### src/rtl/imm_extend_pipe.sv
// Registered immediate extender with a two-entry output/skid buffer and valid/ready flow control.
// Optional accepted-input counter on xfer_cnt is enabled by defining IMM_EXT_CNT_EN.
module imm_extend_pipe #(
    parameter int unsigned IN_W  = 16,
    parameter int unsigned OUT_W = 32,
    parameter int unsigned CNT_W = 16
) (
    input  logic             clk,
    input  logic             rst_n,
    input  logic             in_valid,
    output logic             in_ready,
    input  logic [IN_W-1:0]  in_imm,
    input  logic [1:0]       in_mode,
    output logic             out_valid,
    input  logic             out_ready,
    output logic [OUT_W-1:0] out_data
`ifdef IMM_EXT_CNT_EN
    ,
    output logic [CNT_W-1:0] xfer_cnt
`endif
);

    localparam int unsigned EXT_W = OUT_W - IN_W;

    typedef enum logic [1:0] {
        ST_EMPTY = 2'd0,
        ST_ONE   = 2'd1,
        ST_FULL  = 2'd2
    } state_e;

    state_e             state_q, state_d;
    logic [OUT_W-1:0]   or_d;
    logic [OUT_W-1:0]   sk_q, sk_d;
    logic [OUT_W-1:0]   ext_c;
    logic [OUT_W-1:0]   sext_c;
    logic               in_xfer_c;

    if (IN_W < 2) begin : g_bad_in_w
        $error("IN_W must be >= 2");
    end
    if (OUT_W < IN_W + 2) begin : g_bad_out_w
        $error("OUT_W must be >= IN_W+2");
    end
    if (CNT_W == 0) begin : g_bad_cnt_w
        $error("CNT_W must be >= 1");
    end

    assign in_xfer_c = in_valid & in_ready;

    // Extension of the incoming immediate; branch offset is the sign-extended word index << 2.
    always_comb begin
        sext_c = {{EXT_W{in_imm[IN_W-1]}}, in_imm};
        ext_c  = '0;
        unique case (in_mode)
            2'b00:   ext_c = {{EXT_W{1'b0}}, in_imm};
            2'b01:   ext_c = sext_c;
            2'b10:   ext_c = {in_imm, {EXT_W{1'b0}}};
            default: ext_c = sext_c << 2;
        endcase
    end

    // Next-state and buffer steering; output register reloads only on accepted data.
    always_comb begin
        state_d = state_q;
        or_d    = out_data;
        sk_d    = sk_q;
        unique case (state_q)
            ST_EMPTY: begin
                if (in_valid) begin
                    or_d    = ext_c;
                    state_d = ST_ONE;
                end
            end
            ST_ONE: begin
                if (in_valid && out_ready) begin
                    or_d = ext_c;
                end else if (in_valid) begin
                    sk_d    = ext_c;
                    state_d = ST_FULL;
                end else if (out_ready) begin
                    state_d = ST_EMPTY;
                end
            end
            ST_FULL: begin
                if (out_ready) begin
                    or_d    = sk_q;
                    state_d = ST_ONE;
                end
            end
            default: state_d = ST_EMPTY;
        endcase
    end

    always_ff @(posedge clk or negedge rst_n) begin
        if (!rst_n) begin
            state_q   <= ST_EMPTY;
            out_data  <= '0;
            sk_q      <= '0;
            in_ready  <= 1'b1;
            out_valid <= 1'b0;
        end else begin
            state_q   <= state_d;
            out_data  <= or_d;
            sk_q      <= sk_d;
            in_ready  <= (state_d != ST_FULL);
            out_valid <= (state_d != ST_EMPTY);
        end
    end

`ifdef IMM_EXT_CNT_EN
    // Counts accepted inputs, wrapping naturally at 2^CNT_W.
    always_ff @(posedge clk or negedge rst_n) begin
        if (!rst_n) begin
            xfer_cnt <= '0;
        end else if (in_xfer_c) begin
            xfer_cnt <= xfer_cnt + CNT_W'(1);
        end
    end
`else
    logic unused_c;
    assign unused_c = in_xfer_c;
`endif

endmodule

### config.mk
export PLATFORM = sky130hd
export DESIGN_NAME = imm_extend_pipe
export DESIGN_NICKNAME = d
export VERILOG_FILES = /design/src/rtl/imm_extend_pipe.sv
export SDC_FILE = /design/constraint.sdc
export NUM_CORES = 1
export LEC_CHECK = 0
export CAP_MARGIN = 15
export CORE_MARGIN = 1
export CORE_UTILIZATION = 55
export CTS_CLUSTER_DIAMETER = 50
export DETAILED_ROUTE_END_ITERATION = 7
export PLACE_DENSITY_LB_ADDON = 0.15
export SLEW_MARGIN = 10
export SYNTH_ARGS = -nofsm -noshare
export SYNTH_HDL_FRONTEND = slang
export SYNTH_SLANG_ARGS = --single-unit
### constraint.sdc
create_clock -name clk -period 4.75 [get_ports clk]
set_clock_uncertainty 0.2 [all_clocks]
set_input_delay 0.7125 -clock clk [delete_from_list [all_inputs] [get_ports clk]]
set_output_delay 0.7125 -clock clk [all_outputs]
set_load 0.1 [all_outputs]
==> metrics.md <==
| Metric | Value |
|---|---|
| DIE HEIGHT | 81.8 um |
| Setup-failing EPs final | 0 |
| Psw | 1.30 mW |
| Post-synth top cells | dfrtp_1, nor2_1, a21oi_1 |
| Status | completed |
| Starting DRT DRC Count | 257 |
| Number of port buffers | 55 |
| Cell Area, Placed | 3990 um2 |
| Final min period | 2.91 ns |
| Reg clk slew, reported paths | 0.07 ns |
| Die width | 81.8 um |
| Post-CTS Setup Inserts | 0 |
| Synth area leaders | dfrtp_1, a31oi_1, nor2_1 |
| Syn Nets | 362 |
| Hold Crit Class | reg2reg |
| Core box area | 6030 um2 |
| Least-Margin Pin Slew | 1.00 ns |
| Clock power share | 0.202 |
| Initial antenna violation count | 0 |
| Share of cells above drive strength 1 | 0.115 |
| Via count | 2815 |
| Setup CP Type | in2reg |
| Total grt overflow | 0 |
| Synth area leader | dfrtp_1 |
| Crit end category | flop |
| Max Fclk | 0.344 GHz |
| Register area share after synthesis | 0.486 |
| # rows | 28 |
| Clock Latency Late Sink | 0.35 ns |
| Sequential Power Share | 0.328 |
| HPWL after DPL | 5290 um |
| Post_cts resized | 0 |
| Ys async rst share | 1.00 |
| Root Driver | clkbuf_8 |
| Worst r2r path cells | 3 |
| Ys flop type | dfrtp_1 |
| Fillcell total | 476 |
| Internal Power | 1.50 mW |
| Pre-Repair DR Iteration Count | 5 |
| Post-layout util | 0.701 |
| CTS Buf Count | 9 |
| Leak | 1.69 nW |
| Global-route wire length before repair | 13400 um |
| I/O Pins | 56 |
| CTS tree | yes |
| Vias in the first global route | 2648 |
| Worst r2r src | state_q[1] |
| Final Net Count | 400 |
| Final instance area | 4220 um2 |
| Multi-input logic area | 1600 um2 |
| Tcrit/Tclk final | 0.612 |
| Sink Count | 68 |
| Count of final hold-check violations | 0 |
| Area Overhead vs Synth | 20.6% |
| TNS Setup | 0 ns |
| Crit path required time | 4.79 ns |
| Clock Tree Buf Depth | 2 |
| HP Start | out_data[17] |
| Fin. max-slew vios | 0 |
| Reg-to-reg endpoint | out_data[17] |
| Worst Hold Path EP | out_data[17] |
| Hold Buf Count CTS | 0 |
| Hold Path Stages | 1 |
| Syn. warnings | 0 |
| Antenna-violating nets left | 0 |
| Placer Congestion | 0.794 |
| Post-DR wirelength/cell | 17.9 um |
| R2R setup slack | 1.94 ns |
| Gr usage total | 0.273 |
| Power Dens Cells | 662 nW/um2 |
| Post-Syn Area | 3500 um2 |
| Startpoint Class | input port |
| Cell variety after synth | 36 |
| Largest net degree at the start of global routing | 45 |
| Arrival @ worst endpoint | 2.94 ns |
| N_diodes | 0 |
| Top cell type's share of synthesized area | 0.479 |
| EDFF count, synth | 0 |
| DR vias/cell | 6.15 |
| Gate Count Post-Synth | 340 |
| Initial Util | 0.581 |
| Unrepaired setup endpoints after global routing | false |
| Top-count cell post-synth | dfrtp_1 |
| H-Tree Depth | 3 |
| Slew headroom | 0.331 |
| Final WL | 8220 um |
| Drt drc | 0 |
| Crit Path Max Fanout | 17 |
| Gate power share | 0.470 |
| Die area | 6690 um2 |
| Flops & latches, synth | 68 |
| FF+latch area | 1700 um2 |
| Max-cap violations | 0 |
| Max IR drop VDD | 0.397 mV |
| Mean Syn Cell Area | 10.3 um2 |
| Sw Share | 0.464 |
[worst max path at each step]
stage | startpoint | to | slack, ns | cells after the start
2_1_floorplan | in_valid | out_data[21] | 2.80 | 5
3_3_place_gp | in_valid | out_data[18] | 1.60 | 4
3_5_place_dp | in_valid | out_data[18] | 1.53 | 4
4_1_cts | in_ready | in_ready | 1.85 | 1
5_1_grt | in_mode[0] | out_data[13] | 1.73 | 4
6_report | in_valid | out_data[17] | 1.84 | 4
[critical path, stage by stage]
cell and delay (ns):
clkdlybuf4s50_1 0.54, nand2b_1 0.45, o21ai_4 0.81, mux2_2 0.41
[cell families after synthesis]
group / after synthesis / share of synthesized area
AOI/OAI and AO/OA: 111 / 0.209
and+or+nand+nor: 100 / 0.159
DFF: 68 / 0.486
buffers and inverters: 36 / 0.0568
muxes: 25 / 0.0886
[state kept, by name, indices dropped and copies added (netlist names)]
register	count
out_data	32
sk_q	32
state_q	2
in_ready	1
out_valid	1
[cells in the final DEF, fill, tap and decap left out, drive strengths merged]
cell type,synthesis,layout
nor2,45,45
a21oi,31,31
nand2,2,2
clkdlybuf4s50,0,54
o21ai,3,3
o31ai,15,15
clkinv,0,2
nand3b,15,15
and2b,1,1
a31oi,28,28
o21a,1,1
a211oi,14,14
a21o,1,1
o22ai,1,1
dfstp,1,1
dfrtp,67,67
inv,3,3
bufinv,0,3
o211ai,15,15
nor3b,14,14
a22oi,1,1
mux2,18,18
nor2b,17,17
buf,22,6
nand2b,4,4
clkbuf,11,11
and4bb,1,1
a221oi,1,1
and2,1,1
mux2i,7,7
[routing by layer]
metal,GRT usage,routed length [um],vias up,share of wire
li1,-,-,1322,-
met1,0.395,3700,1369,0.45
met2,0.407,3820,115,0.47
met3,0.0356,591,9,0.072
met4,0.130,105,0,0.013
met5,0,0,-,0
[through the flow]
stage                     hold slack, ns  std cells  worst slack (ns)  power [mW]
after floorplan                    0.217        340              2.80        1.93
after global placement             0.292        442              1.60        2.21
after detailed placement           0.298        442              1.53        2.24
after CTS                          0.318        458              1.85        2.80
after global routing               0.331        458              1.73        2.91
final                              0.311        458              1.84        2.79
[layout make-up]
type | count | share of cell area
Clock buffer | 11 | 0.0311
Clock inverter | 5 | 0.0237
Inverter | 3 | 0.00267
Multi-Input combinational cell | 236 | 0.379
Sequential cell | 68 | 0.403
Tap cell | 75 | 0.0222
Timing Repair Buffer | 60 | 0.138
[power groups by stage]
stage                     Clock (mW)  Sequential, mW  Combinational (mW)
after floorplan                    0            1.57               0.364
after global placement             0           0.919                1.29
after detailed placement           0           0.925                1.31
after CTS                      0.574           0.916                1.32
after global routing           0.591           0.942                1.38
final                          0.564           0.917                1.31
No activity file was read; power rests on OpenSTA's default activity.
